--- src/rtl/svreal_accum_pkg.sv ---
// svreal_accum_pkg: shared types and helpers for the svreal accumulate blocks.
`default_nettype none

package svreal_accum_pkg;

   typedef enum logic [0:0] {
      ACCUM = 1'b0,
      HOLD  = 1'b1
   } state_t;

   function automatic int align_shift(input int exp_in, input int exp_acc);
      return exp_in - exp_acc;
   endfunction

   function automatic int max_int(input int a, input int b);
      return (a > b) ? a : b;
   endfunction

   // Saturation bounds of a signed field of the given width (width <= 63).
   function automatic longint sat_max(input int width);
      return (longint'(1) <<< (width - 1)) - longint'(1);
   endfunction

   function automatic longint sat_min(input int width);
      return -(longint'(1) <<< (width - 1));
   endfunction

endpackage

`default_nettype wire

--- src/rtl/svreal_align_sat.sv ---
// svreal_align_sat: aligns a fixed-point input to the accumulator format,
// adds it to the accumulator value and saturates the result.
`default_nettype none

module svreal_align_sat
   import svreal_accum_pkg::*;
#(
   parameter int WIDTH_IN  = 18,
   parameter int EXP_IN    = -10,
   parameter int WIDTH_ACC = 24,
   parameter int EXP_ACC   = -10
) (
   input  logic signed [WIDTH_ACC-1:0] i_acc,
   input  logic signed [WIDTH_IN-1:0]  i_in_value,
   output logic signed [WIDTH_ACC-1:0] o_sum,
   output logic                        o_sat
);

   localparam int c_SH    = align_shift(EXP_IN, EXP_ACC);
   localparam int c_LSH   = (c_SH > 0) ? c_SH : 0;
   localparam int c_RSH   = (c_SH < 0) ? -c_SH : 0;
   // Wide enough for either operand after a left shift plus a carry and sign.
   localparam int c_SUM_W = max_int(WIDTH_ACC, WIDTH_IN) + c_LSH + 2;

   localparam logic signed [c_SUM_W-1:0] c_MAX = c_SUM_W'(sat_max(WIDTH_ACC));
   localparam logic signed [c_SUM_W-1:0] c_MIN = c_SUM_W'(sat_min(WIDTH_ACC));

   logic signed [c_SUM_W-1:0] w_in_ext;
   logic signed [c_SUM_W-1:0] w_aligned;
   logic signed [c_SUM_W-1:0] w_acc_ext;
   logic signed [c_SUM_W-1:0] w_sum;

   assign w_in_ext  = c_SUM_W'(i_in_value);
   // Arithmetic right shift floors negative values toward minus infinity.
   assign w_aligned = (w_in_ext <<< c_LSH) >>> c_RSH;
   assign w_acc_ext = c_SUM_W'(i_acc);
   assign w_sum     = w_acc_ext + w_aligned;

   always_comb begin
      o_sat = 1'b0;
      o_sum = w_sum[WIDTH_ACC-1:0];
      if (w_sum > c_MAX) begin
         o_sum = c_MAX[WIDTH_ACC-1:0];
         o_sat = 1'b1;
      end else if (w_sum < c_MIN) begin
         o_sum = c_MIN[WIDTH_ACC-1:0];
         o_sat = 1'b1;
      end
   end

endmodule

`default_nettype wire

--- src/rtl/svreal_accum.sv ---
// svreal_accum: saturating fixed-point accumulator summing N_ACC products per
// frame and presenting each sum on a valid/ready output.
`default_nettype none

module svreal_accum
   import svreal_accum_pkg::*;
#(
   parameter int  WIDTH_IN  = 18,
   parameter int  EXP_IN    = -10,
   parameter int  WIDTH_ACC = 24,
   parameter int  EXP_ACC   = -10,
   parameter int  N_ACC     = 4,
   localparam int CNT_W     = $clog2(N_ACC + 1)
) (
   input  logic                        clk,
   input  logic                        rst_n,
   input  logic                        i_clear,
   input  logic signed [WIDTH_IN-1:0]  i_in_value,
   input  logic                        i_in_valid,
   output logic                        o_in_ready,
   output logic signed [WIDTH_ACC-1:0] o_out_value,
   output logic                        o_out_valid,
   input  logic                        i_out_ready,
   output logic                        o_out_sat,
   output logic [CNT_W-1:0]            o_count
);

   state_t                      r_state,     w_state_nxt;
   logic signed [WIDTH_ACC-1:0] r_acc,       w_acc_nxt;
   logic [CNT_W-1:0]            r_count,     w_count_nxt;
   logic                        r_sat,       w_sat_nxt;
   logic signed [WIDTH_ACC-1:0] r_out_value, w_out_value_nxt;
   logic                        r_out_sat,   w_out_sat_nxt;

   logic signed [WIDTH_ACC-1:0] w_sum;
   logic                        w_add_sat;
   logic                        w_accept;

   svreal_align_sat #(
      .WIDTH_IN  (WIDTH_IN),
      .EXP_IN    (EXP_IN),
      .WIDTH_ACC (WIDTH_ACC),
      .EXP_ACC   (EXP_ACC)
   ) u_align_sat (
      .i_acc      (r_acc),
      .i_in_value (i_in_value),
      .o_sum      (w_sum),
      .o_sat      (w_add_sat)
   );

   assign o_in_ready  = (r_state == ACCUM) && !i_clear;
   assign o_out_valid = (r_state == HOLD);
   assign o_out_value = r_out_value;
   assign o_out_sat   = r_out_sat;
   assign o_count     = r_count;
   assign w_accept    = i_in_valid && o_in_ready;

   always_ff @(posedge clk or negedge rst_n) begin
      if (!rst_n) begin
         r_state     <= ACCUM;
         r_acc       <= '0;
         r_count     <= '0;
         r_sat       <= 1'b0;
         r_out_value <= '0;
         r_out_sat   <= 1'b0;
      end else begin
         r_state     <= w_state_nxt;
         r_acc       <= w_acc_nxt;
         r_count     <= w_count_nxt;
         r_sat       <= w_sat_nxt;
         r_out_value <= w_out_value_nxt;
         r_out_sat   <= w_out_sat_nxt;
      end
   end

   always_comb begin
      w_state_nxt     = r_state;
      w_acc_nxt       = r_acc;
      w_count_nxt     = r_count;
      w_sat_nxt       = r_sat;
      w_out_value_nxt = r_out_value;
      w_out_sat_nxt   = r_out_sat;
      // clear outranks both accumulation and output transfer.
      if (i_clear) begin
         w_state_nxt = ACCUM;
         w_acc_nxt   = '0;
         w_count_nxt = '0;
         w_sat_nxt   = 1'b0;
      end else begin
         case (r_state)
            ACCUM: begin
               if (w_accept) begin
                  w_acc_nxt   = w_sum;
                  w_sat_nxt   = r_sat | w_add_sat;
                  w_count_nxt = r_count + CNT_W'(1);
                  if (r_count == CNT_W'(N_ACC - 1)) begin
                     w_out_value_nxt = w_sum;
                     w_out_sat_nxt   = r_sat | w_add_sat;
                     w_state_nxt     = HOLD;
                  end
               end
            end
            HOLD: begin
               if (i_out_ready) begin
                  w_state_nxt = ACCUM;
                  w_acc_nxt   = '0;
                  w_count_nxt = '0;
                  w_sat_nxt   = 1'b0;
               end
            end
            default: w_state_nxt = ACCUM;
         endcase
      end
   end

endmodule

`default_nettype wire

--- config.mk ---
export PLATFORM = sky130hd
export DESIGN_NAME = svreal_accum
export DESIGN_NICKNAME = d
export VERILOG_FILES = /design/src/rtl/svreal_accum_pkg.sv /design/src/rtl/svreal_align_sat.sv /design/src/rtl/svreal_accum.sv
export SDC_FILE = /design/constraint.sdc
export NUM_CORES = 1
export LEC_CHECK = 0
export BUFFER_PORTS_ARGS = -buffer_cell sky130_fd_sc_hd__buf_2
export CAP_MARGIN = 40
export CORE_UTILIZATION = 60
export DETAILED_ROUTE_END_ITERATION = 10
export PLACE_DENSITY = 0.92
export SLEW_MARGIN = 15
export SYNTH_ARGS = -nofsm -noshare
export SYNTH_HDL_FRONTEND = slang
export SYNTH_SLANG_ARGS = --single-unit
--- constraint.sdc ---
create_clock -name clk -period 9 [get_ports clk]
set_clock_uncertainty 0.2 [all_clocks]
set_input_delay 2.25 -clock clk [delete_from_list [all_inputs] [get_ports clk]]
set_output_delay 2.25 -clock clk [all_outputs]
set_load 0.01 [all_outputs]
# [After elaboration in Yosys (flattened, before gate mapping)]
# Cells that the tools add are included.
[word_totals] out_inout_bits=30 in_bits=23 register_bits=54 word_cells=42
[op_classes] n_eq_ne=3 n_mux=21 bitwise=3 magnitude_cmp=2 reduce_logical=5 n_addsub=2
[ops] operator="24-bit 2-to-1 mux" n=5
[ops] operator="24-bit one-hot mux with 2 select lines" n=1
[ops] operator="26-bit by 24-bit greater-than comparator with 1-bit output, second input constant" n=1
[ops] operator="26-bit by 24-bit < comparator with 1-bit output, second input constant" n=1
[ops] operator="24-bit by 18-bit adder with 25-bit output" n=1
[ops] operator="1-bit 2-to-1 mux" n=9
[ops] operator="3-bit 2-to-1 mux" n=3
[ops] operator="3-bit != test, second input constant" n=2
[ops] operator="3-bit one-hot mux with 2 select lines" n=1
[ops] operator="1-bit one-hot mux with 2 select lines" n=2
[ops] operator="4-bit AND reduction" n=1
[ops] operator="3-bit by 1-bit adder with 3-bit output, second input constant" n=1
[ops] operator="3-bit by 2-bit equality test with 1-bit output, second input constant" n=1
[ops] operator="1-bit logical AND" n=2
[ops] operator="1-bit NOT" n=2
[ops] operator="2-bit AND reduction" n=1
[ops] operator="1-bit logical NOT" n=1
[ops] operator="1-bit bitwise OR" n=1

# [Logic depth before layout (Yosys ltp)]
# Gate-level depths: netlist of run 1.
[depth] word_depth=8 ltp_mapped=12 depth_no_buf=10

# [Hierarchy]
# From an unflattened synthesis of run 1, not the netlist that was laid out.
[unflattened] hier_cells=476 area_unflattened_um2=4576.9
[modules_own_cells] mod="svreal_accum" cells_each=189 area_per_inst_um2=2506.2 seq_area_each_um2=1351.3 n_inst=1
[modules_own_cells] mod="svreal_align_sat" cells_each=287 area_per_inst_um2=2070.7 seq_area_each_um2=0.0 n_inst=1

# [Least setup slack after synthesis of run 1]
# No wires, ideal clock.
[synth_path] path_kind="in2out" start="in i_clear" end="out o_in_ready" arrival_ns=2.490 required_time_ns=6.550 path_buffers=0 cell_stages=1 setup_slack_ns=4.060 path_cell_list="nor2_1"
[synth_via] elab_chain_cells=2
[synth_lines] item="start: declaration" line="svreal_accum.sv:17" text="input logic i_clear,"
[synth_lines] item="1-bit logical NOT" line="svreal_accum.sv:51" text="assign o_in_ready = (r_state == ACCUM) && !i_clear;"
[synth_lines] item="1-bit logical AND" line="svreal_accum.sv:51"
[synth_lines] item="end: declaration" line="svreal_accum.sv:20" text="output logic o_in_ready,"
# No other way between the ends.

# [Worst setup path after layout of run 1]
# Same ends and word-level chain as after synthesis.

==> results of run 1 <==
-- critical path, cell delays in order --
cell and delay (ns):
buf_2 0.12, nor2_1 0.17, buf_2 0.16
-- registers in the layout, summed over array words and instances (netlist names) --
name,cells
o_count,3
o_out_sat,1
o_out_valid,1
o_out_value,24
r_acc,24
r_sat,1
-- per-stage QoR --
stage	setup slack [ns]	power, mW
floorplan	4.060	0.7951
global placement	3.726	0.9127
detailed placement	3.630	0.9323
CTS	3.849	1.101
global route	3.730	1.187
finish	3.846	1.110
-- layout make-up --
type | instances | area (sq um) | area share [%]
multi-input cells | 327 | 2227 | 54.47
flip-flops and latches | 54 | 1351 | 33.05
repair buffers | 54 | 275.3 | 6.732
well taps | 75 | 93.84 | 2.295
clock buffers | 5 | 68.82 | 1.683
clock inverters | 2 | 38.79 | 0.9486
inverters | 9 | 33.78 | 0.8262
-- report_power, final --
group / internal (mW) / switching, mW / leakage (nW)
registers: 0.307 / 0.0402 / 0.725
clock network: 0.0820 / 0.0833 / 0.0542
logic: 0.236 / 0.361 / 1.21
total: 0.625 / 0.485 / 1.99
-- placed cells by master (no fill, tap or decap), types with 4 or more instances in the layout --
cell / count
a21o_1: 11
nand2_1: 51
clkbuf_8: 5
maj3_1: 7
ha_1: 26
xor2_1: 6
o21ai_0: 37
and3_1: 5
nand4_1: 4
nand3_1: 7
a21oi_1: 26
inv_1: 9
o211ai_1: 8
o21a_1: 5
nor2_1: 22
a22oi_1: 4
or3_1: 6
mux2_2: 6
xnor2_1: 8
a31oi_1: 13
buf_2: 52
o31ai_1: 15
nand2b_1: 4
o21bai_1: 6
a211oi_1: 7
dfrtp_1: 54
a22o_1: 10
-- kinds of logic (layout without fill, tap and decap cells) --
family,count (synthesis),in the layout,share of synthesized area (%)
compound gates,156,156,27.50
simple gates,112,112,14.14
buf+inv,33,70,4.287
mux,9,9,2.881
flops,54,54,36.18
fa+ha+maj,36,36,11.73
xor+xnor,14,14,3.283
-- how the worst min path moves through the flow --
stage | cells after the start | end | start | slack [ns]
finish | 2 | o_out_value[21]$_DFFE_PN0P_ | o_out_value[21]$_DFFE_PN0P_ | 0.28
CTS | 2 | o_out_value[23]$_DFFE_PN0P_ | o_out_value[23]$_DFFE_PN0P_ | 0.29
global route | 2 | r_acc[0]$_DFFE_PN0P_ | r_acc[0]$_DFFE_PN0P_ | 0.32
detailed placement | 2 | o_out_value[23]$_DFFE_PN0P_ | o_out_value[23]$_DFFE_PN0P_ | 0.26
global placement | 2 | o_out_value[21]$_DFFE_PN0P_ | o_out_value[21]$_DFFE_PN0P_ | 0.26
floorplan | 2 | r_acc[0]$_DFFE_PN0P_ | r_acc[0]$_DFFE_PN0P_ | 0.25
-- routing by layer --
metal  global-route usage, %  part of all wire [%]  vias to the layer above
met3                   4.157                   5.5                       28
met1                   39.37                    42                     1626
met4                   14.29                   3.2                        0
li1                        -                     -                     1615
met5                       0                     0                        -
met2                   52.44                    49                      143
==> results_dict.tcl, run 1 <==
set metrics [dict create \
    status "finished, final reports clean" \
    hold_ws_ns 0.2823 \
    end_kind "output pin" \
    drt-pass1-iter-count 7 \
    grt_pass1_vias 3290 \
    ant_nets 0 \
    critPathRequiredTime_ns 6.55 \
    syn_area_sq_um 3735 \
    rr_worst_depth 8 \
    cts_buffer_depth 2 \
    synth_common_cells "dfrtp_1, nand2_1, o21ai_0" \
    ys_warn_count 0 \
    vias 3412 \
    cts_tree "built" \
    ys_types 55 \
    power.density_nw_per_um2 271.4 \
    maxCapViolations 0 \
    netlist.area_leader.share_pct 36.18 \
    yosysSeqAreaShare_pct 36.18 \
    cp_max_fo 4 \
    setup_tns_ns 0 \
    reg2reg_from "r_acc[21]$_DFFE_PN0P_" \
    placementRows 28 \
    post_drt_via_cell_ratio 6.487 \
    syn-num-nets 464 \
    remaining_drc_errors 0 \
    antenna_found_initial 0 \
    yosysMostFrequentCell "dfrtp_1" \
    synth.avg_cell_area_sq_um 9.021 \
    path_clk_slew_ns 0.10 \
    hold_buffers 0 \
    period_minus_slack_ns 5.154 \
    finalCritPeriodShare_pct 57.26 \
    place_inst 519 \
    wl_per_cell_microns 18.13 \
    rsz0062_at_grt "no" \
    die_h_microns 80.90 \
    dp.final_hpwl_microns 6900 \
    hold_class "flip-flop to flip-flop" \
    setup_viol 0 \
    synth_edf_count 0 \
    fin_area_sq_um 4089 \
    grt_pass1_wl_microns 15550 \
    dpl_cell_area_sq_um 3981 \
    yosys-top-cells-area "dfrtp_1, ha_1, nand2_1, o21ai_0, a21oi_1" \
    cts.sink_count 54 \
    fmax_mhz 194.0 \
    power_leakage_nw 1.994 \
    critPathKind "primary input to output pin" \
    drive_gt1_share_pct 17.74 \
    yosysTopAreaCell "dfrtp_1" \
    instances_no_fill 526 \
    relSlewSlack_pct 42.65 \
    grt_max_degree 55 \
    grt.overflow.total 0 \
    diodes 0 \
    worstMarginPinSlew_ns 0.8603 \
    postCtsSetupBuffers 0 \
    clk_latency_ns 0.31 \
    synth_seq_cells 54 \
    fillCellCount 481 \
    coreArea_sq_um 5956 \
    r2r-end "r_acc[7]$_DFFE_PN0P_" \
    cts_buffers 5 \
    ys.flop_type "dfrtp_1" \
    synthArstFlopShare_pct 100.0 \
    pin_count 53 \
    r2r_setup_slack_ns 5.54 \
    ir_drop_v 0.0001800 \
    die_w_microns 80.90 \
    clockRootBuffer "clkbuf_8" \
    drtIter0Drc 342 \
    final_core_util_pct 68.66 \
    htree_levels 2 \
    critPathLaunch "i_clear" \
    area_growth_pct 9.481 \
    critPathLaunchType "primary input" \
    wirelength_microns 9537 \
    synth_cells 414 \
    drv_slew 0 \
    arrival_ns 2.70 \
    num-nets-final 501 \
    cts_resized 0 \
    start_util_pct 62.71 \
    hold_violations 0 \
    track_usage_pct 31.07 \
    die_area_sq_um 6544 \
    place_congestion 0.8952 \
    crit_path_end "o_in_ready" \
    io_buffer_count 52 \
]
No activity file was read; power rests on OpenSTA's default activity.
==> inputs of run 2 (changes only) <==
--- a/config.mk
+++ b/config.mk
@@ -7,9 +7,9 @@
 export LEC_CHECK = 0
 export BUFFER_PORTS_ARGS = -buffer_cell sky130_fd_sc_hd__buf_2
 export CAP_MARGIN = 40
-export CORE_UTILIZATION = 60
+export CORE_UTILIZATION = 58
 export DETAILED_ROUTE_END_ITERATION = 10
-export PLACE_DENSITY = 0.92
+export PLACE_DENSITY = 0.9
 export SLEW_MARGIN = 15
 export SYNTH_ARGS = -nofsm -noshare
 export SYNTH_HDL_FRONTEND = slang
==> constraint.sdc (replaced) <==
create_clock -name clk -period 5.3 [get_ports clk]
set_clock_uncertainty 0.2 [all_clocks]
set_input_delay 1.325 -clock clk [delete_from_list [all_inputs] [get_ports clk]]
set_output_delay 1.325 -clock clk [all_outputs]
set_load 0.01 [all_outputs]
==> results_dict.tcl, run 2 (synthesis gave the netlist of run 1 again) <==
set metrics [dict create \
    hold_class "flip-flop to flip-flop" \
    dp.final_hpwl_microns 6780 \
    cts.sink_count 54 \
    maxCapViolations 0 \
    power_leakage_nw 1.999 \
    seq_area_sq_um 1351 \
    rsz0062_at_grt "no" \
    finalCritPeriodShare_pct 78.62 \
    die_w_microns 82.25 \
    start_util_pct 61.62 \
    power.density_nw_per_um2 459.6 \
    vias 3335 \
    multiInputGateArea_sq_um 2227 \
    drt-pass1-iter-count 5 \
    cts_resized 0 \
    cts_buffers 5 \
    crit_path_end "o_out_value[13]$_DFFE_PN0P_" \
    use_met1_pct 38.95 \
    cp_max_fo 25 \
    worstMarginPinSlew_ns 0.8903 \
    critPathLaunch "i_in_value[17]" \
    post_drt_via_cell_ratio 6.328 \
    ant_nets 0 \
    drtIter0Drc 243 \
    arrival_ns 4.18 \
    io_buffer_count 52 \
    hold_buffers 0 \
    path_clk_slew_ns 0.10 \
    r2r-end "o_out_value[13]$_DFFE_PN0P_" \
    drv_slew 0 \
    placementRows 28 \
    ir_drop_v 0.0002869 \
    grt.overflow.total 0 \
    pin_count 53 \
    postCtsSetupBuffers 0 \
    grt_pass1_vias 3088 \
    use_met2_pct 48.35 \
    num-nets-final 501 \
    dpl_cell_area_sq_um 3981 \
    relSlewSlack_pct 40.65 \
    fmax_mhz 240.0 \
    critPathKind "primary input to flip-flop" \
    clockRootBuffer "clkbuf_8" \
    cts_buffer_depth 2 \
    remaining_drc_errors 0 \
    end_kind "flip-flop" \
    track_usage_pct 29.23 \
    setup_tns_ns 0 \
    setup_viol 0 \
    period_minus_slack_ns 4.167 \
    wirelength_microns 9237 \
    final_cell_mix "dfrtp_1, buf_2, nand2_1" \
    cts_tree "built" \
    antenna_found_initial 0 \
    wl_per_cell_microns 17.53 \
    use_met3_pct 4.835 \
    htree_levels 2 \
    status "finished, final reports clean" \
    grt_max_degree 55 \
    place_congestion 0.9208 \
    busiest_layer "met2" \
    coreArea_sq_um 6061 \
    die_h_microns 82.25 \
    rr_worst_depth 8 \
    critPathRequiredTime_ns 5.31 \
    grt_pass1_wl_microns 14930 \
    diodes 0 \
    critPathLaunchType "primary input" \
    drive_gt1_share_pct 17.92 \
    hold_violations 0 \
    worstHoldStart "o_out_value[22]$_DFFE_PN0P_" \
    layout.cells.most_common "dfrtp_1" \
    fin_area_sq_um 4098 \
    die_area_sq_um 6764 \
    hold_ws_ns 0.2834 \
    clk_latency_ns 0.32 \
    fin_total_pwr_mw 1.883 \
    reg2reg_from "r_acc[1]$_DFFE_PN0P_" \
    r2r_setup_slack_ns 1.86 \
    fillCellCount 483 \
    area_growth_pct 9.715 \
]
==> run 2: cell count changes in the layout (fill, tap and decap cells not counted), sizes merged <==
cell  change
inv       +1
==> run 2: per-stage QoR <==
stage / util (%) / setup WS, ns / std cells
after floorplan: - / 1.514 / 414
after global placement: 65.69 / 0.9629 / 519
after detailed placement: 65.69 / 0.8628 / 519
after CTS: 67.61 / 1.189 / 527
after global routing: 67.61 / 0.9198 / 527
final: 67.61 / 1.133 / 527
==> run 2: power by group <==
part           total, mW  switching (mW)  leakage, nW  internal, mW
Combinational       1.00           0.603         1.21         0.399
Sequential         0.590          0.0683        0.725         0.522
Clock              0.291           0.147       0.0587         0.143
==> run 2: layer usage <==
metal | vias up | share of wire [%]
li1 | 1605 | -
met1 | 1605 | 46
met2 | 106 | 47
met3 | 19 | 5.1
met4 | 0 | 2.1
met5 | - | 0
==> run 2: final cells by class <==
class                           instances  area share, %
Inverter                                9         0.8244
Timing Repair Buffer                   54          6.718
Clock inverter                          3          1.160
Tap cell                               75          2.290
Sequential cell                        54          32.98
Multi-Input combinational cell        327          54.35
Clock buffer                            5          1.679
==> run 2: how the worst min path moves through the flow <==
stage                             endpoint  slack (ns)  cells after the start
4_1_cts        o_out_value[22]$_DFFE_PN0P_        0.29                      2
2_1_floorplan         r_acc[0]$_DFFE_PN0P_        0.25                      2
5_1_grt        o_out_value[21]$_DFFE_PN0P_        0.31                      2
3_5_place_dp   o_out_value[22]$_DFFE_PN0P_        0.27                      2
3_3_place_gp   o_out_value[20]$_DFFE_PN0P_        0.26                      2
6_report       o_out_value[22]$_DFFE_PN0P_        0.28                      2
==> run 2: critical path, cell delays in order <==
cell      delay [ns]
buf_2           0.15
ha_1            0.49
nand4_2         0.17
or3_4           0.43
o211ai_1        0.23
o211a_1         0.78
nor2_1          0.27
o31ai_1         0.32
==> inputs of run 3 (changes only) <==
--- a/config.mk
+++ b/config.mk
@@ -5,9 +5,10 @@
 export SDC_FILE = /design/constraint.sdc
 export NUM_CORES = 1
 export LEC_CHECK = 0
+export ABC_AREA = 1
 export BUFFER_PORTS_ARGS = -buffer_cell sky130_fd_sc_hd__buf_2
 export CAP_MARGIN = 40
-export CORE_UTILIZATION = 58
+export CORE_UTILIZATION = 59
 export DETAILED_ROUTE_END_ITERATION = 10
 export PLACE_DENSITY = 0.9
 export SLEW_MARGIN = 15
==> constraint.sdc (replaced) <==
create_clock -name clk -period 4.1 [get_ports clk]
set_clock_uncertainty 0.2 [all_clocks]
set_input_delay 1.025 -clock clk [delete_from_list [all_inputs] [get_ports clk]]
set_output_delay 1.025 -clock clk [all_outputs]
set_load 0.01 [all_outputs]
==> results_dict.tcl, run 3 <==
set metrics [dict create \
    status "finished, violations left" \
    violations "design-rule violations" \
    power.density_nw_per_um2 538.2 \
    synth_cells 611 \
    num-nets-final 712 \
    ys_types 31 \
    synth_seq_cells 54 \
    fillCellCount 587 \
    vias 4033 \
    arrival_ns 3.32 \
    reg2reg_from "r_acc[0]$_DFFE_PN0P_" \
    critPathLaunchType "primary input" \
    crit_path_cell_trace "buf_2 -> ha_1 -> inv_1 -> fa_1 -> inv_1 -> nand3_1 -> nand2_1 -> nand2_1 -> nand2_1 -> nand2_2 -> nand4_1 -> nand2_2 -> nand2_2 -> nand2_1 -> nand2_1 -> nand2_1" \
    synth_common_cells "nand2_1, inv_1, dfrtp_1" \
    yosysSeqAreaShare_pct 33.96 \
    slowest_stage "fa_1" \
    end_kind "flip-flop" \
    syn_area_sq_um 3979 \
    place_inst 732 \
    synthArstFlopShare_pct 100.0 \
    diodes 0 \
    period_minus_slack_ns 3.312 \
    place_congestion 1.015 \
    grt_pass1_wl_microns 17690 \
    worstHoldStart "o_out_value[5]$_DFFE_PN0P_" \
    fmax_mhz 301.9 \
    track_usage_pct 31.49 \
    yosysMostFrequentCell "nand2_1" \
    hold_ws_ns 0.2829 \
    ys_warn_count 0 \
    ir_drop_v 0.0002963 \
    cts_buffer_depth 2 \
    area_growth_pct 11.19 \
    synth_edf_count 0 \
    drt-pass1-iter-count 8 \
    cpMostUsedCell "nand2_1" \
    worstMarginPinSlew_ns 0.7823 \
    drv_slew 0 \
    wl_per_cell_microns 14.03 \
    multiInputGateArea_sq_um 2305 \
    critPathRequiredTime_ns 4.11 \
    dp.final_hpwl_microns 7904 \
    die_area_sq_um 7076 \
    cp_max_fo 24 \
    hold_buffers 0 \
    io_buffer_count 52 \
    pin_count 53 \
    coreArea_sq_um 6422 \
    critPathLaunch "i_in_value[0]" \
    path_clk_slew_ns 0.10 \
    yosysTopAreaCell "dfrtp_1" \
    seq_area_sq_um 1351 \
    grt.overflow.total 0 \
    htree_levels 2 \
    yosys-top-cells-area "dfrtp_1, nand2_1, ha_1, inv_1, a21oi_1" \
    clk_latency_ns 0.32 \
    ys.flop_type "dfrtp_1" \
    hold_violations 0 \
    die_w_microns 84.12 \
    finalCritPeriodShare_pct 80.79 \
    cts_buffers 5 \
    critPathKind "primary input to flip-flop" \
    drtIter0Drc 298 \
    power_leakage_nw 2.765 \
    grt_pass1_vias 3856 \
    ant_nets 0 \
    instances_no_fill 740 \
    antenna_found_initial 0 \
    placementRows 29 \
    cts_resized 0 \
    maxCapViolations 0 \
    postCtsSetupBuffers 0 \
    cts.sink_count 54 \
    setup_viol 0 \
    drive_gt1_share_pct 13.57 \
    hold_class "flip-flop to flip-flop" \
    syn-num-nets 661 \
    clockRootBuffer "clkbuf_8" \
    setup_tns_ns 0 \
    die_h_microns 84.12 \
    cts_tree "built" \
    wirelength_microns 10380 \
    critical-path-max-stage-delay_ns 0.40 \
    synth.avg_cell_area_sq_um 6.512 \
    relSlewSlack_pct 47.52 \
    layout.cells.most_common "nand2_1" \
    grt_max_degree 36 \
    rsz0062_at_grt "no" \
    final_cell_mix "nand2_1, inv_1, dfrtp_1" \
    start_util_pct 61.95 \
    post_drt_via_cell_ratio 5.450 \
    netlist.area_leader.share_pct 33.96 \
    remaining_drc_errors 5 \
]
-- run 3: final cells by class --
cell class | count | area share (%)
Clock buffer | 6 | 1.867
Clock inverter | 2 | 0.8767
Inverter | 66 | 5.600
Multi-Input combinational cell | 479 | 52.09
Sequential cell | 54 | 30.54
Tap cell | 77 | 2.178
Timing Repair Buffer | 56 | 6.844
-- run 3: metrics by stage --
stage	instance area, sq um	worst slack, ns	util [%]	power, mW
CTS	4424	0.8092	68.89	2.362
global placement	4283	0.6162	66.69	1.935
global route	4424	0.5029	68.89	2.583
floorplan	3979	1.057	-	1.654
detailed placement	4303	0.4821	67.00	1.966
finish	4424	0.7877	68.89	2.381
-- run 3: logic make-up after synthesis --
logic type / count (synthesis) / synth area share, %
flops: 54 / 33.96
simple gates: 406 / 41.70
compound gates: 32 / 4.371
xor+xnor: 14 / 3.082
fa+ha+maj: 27 / 8.679
buf+inv: 78 / 8.207
-- run 3: path summary, 6_finish.rpt --
| kind | to | cells past startpoint | slack (ns) |
|---|---|---|---|
| worst max-delay path | r_acc[7]$_DFFE_PN0P_ | 16 | 0.79 |
| worst min-delay path | o_out_value[5]$_DFFE_PN0P_ | 2 | 0.28 |
| worst max register to register | r_acc[7]$_DFFE_PN0P_ | 15 | 1.21 |
| worst min register to register | o_out_value[5]$_DFFE_PN0P_ | 2 | 0.28 |
| max in group asynchronous | r_acc[7]$_DFFE_PN0P_ | 2 | 2.92 |
| min in group asynchronous | r_acc[4]$_DFFE_PN0P_ | 1 | 0.32 |
-- run 3: critical path: cells and delay by family --
kind	cells	cell delay, ns
buffers and inverters	3	0.22
adder cells (fa/ha/maj)	2	0.58
AND/OR/NAND/NOR	11	1.48
-- run 3: routing by layer --
metal / GRT usage [%] / part of all wire (%) / vias to the layer above
met3: 4.055 / 6.7 / 25
met4: 9.404 / 2.1 / 0
met2: 50.30 / 45 / 150
met5: 0 / 0 / -
li1: - / - / 1981
met1: 44.98 / 46 / 1877
-- run 3: report_power, final --
group / leakage, nW / internal, mW / switching (mW) / total, mW
Sequential: 0.715 / 0.671 / 0.0877 / 0.758
Clock: 0.0618 / 0.201 / 0.195 / 0.396
Combinational: 1.99 / 0.425 / 0.801 / 1.23
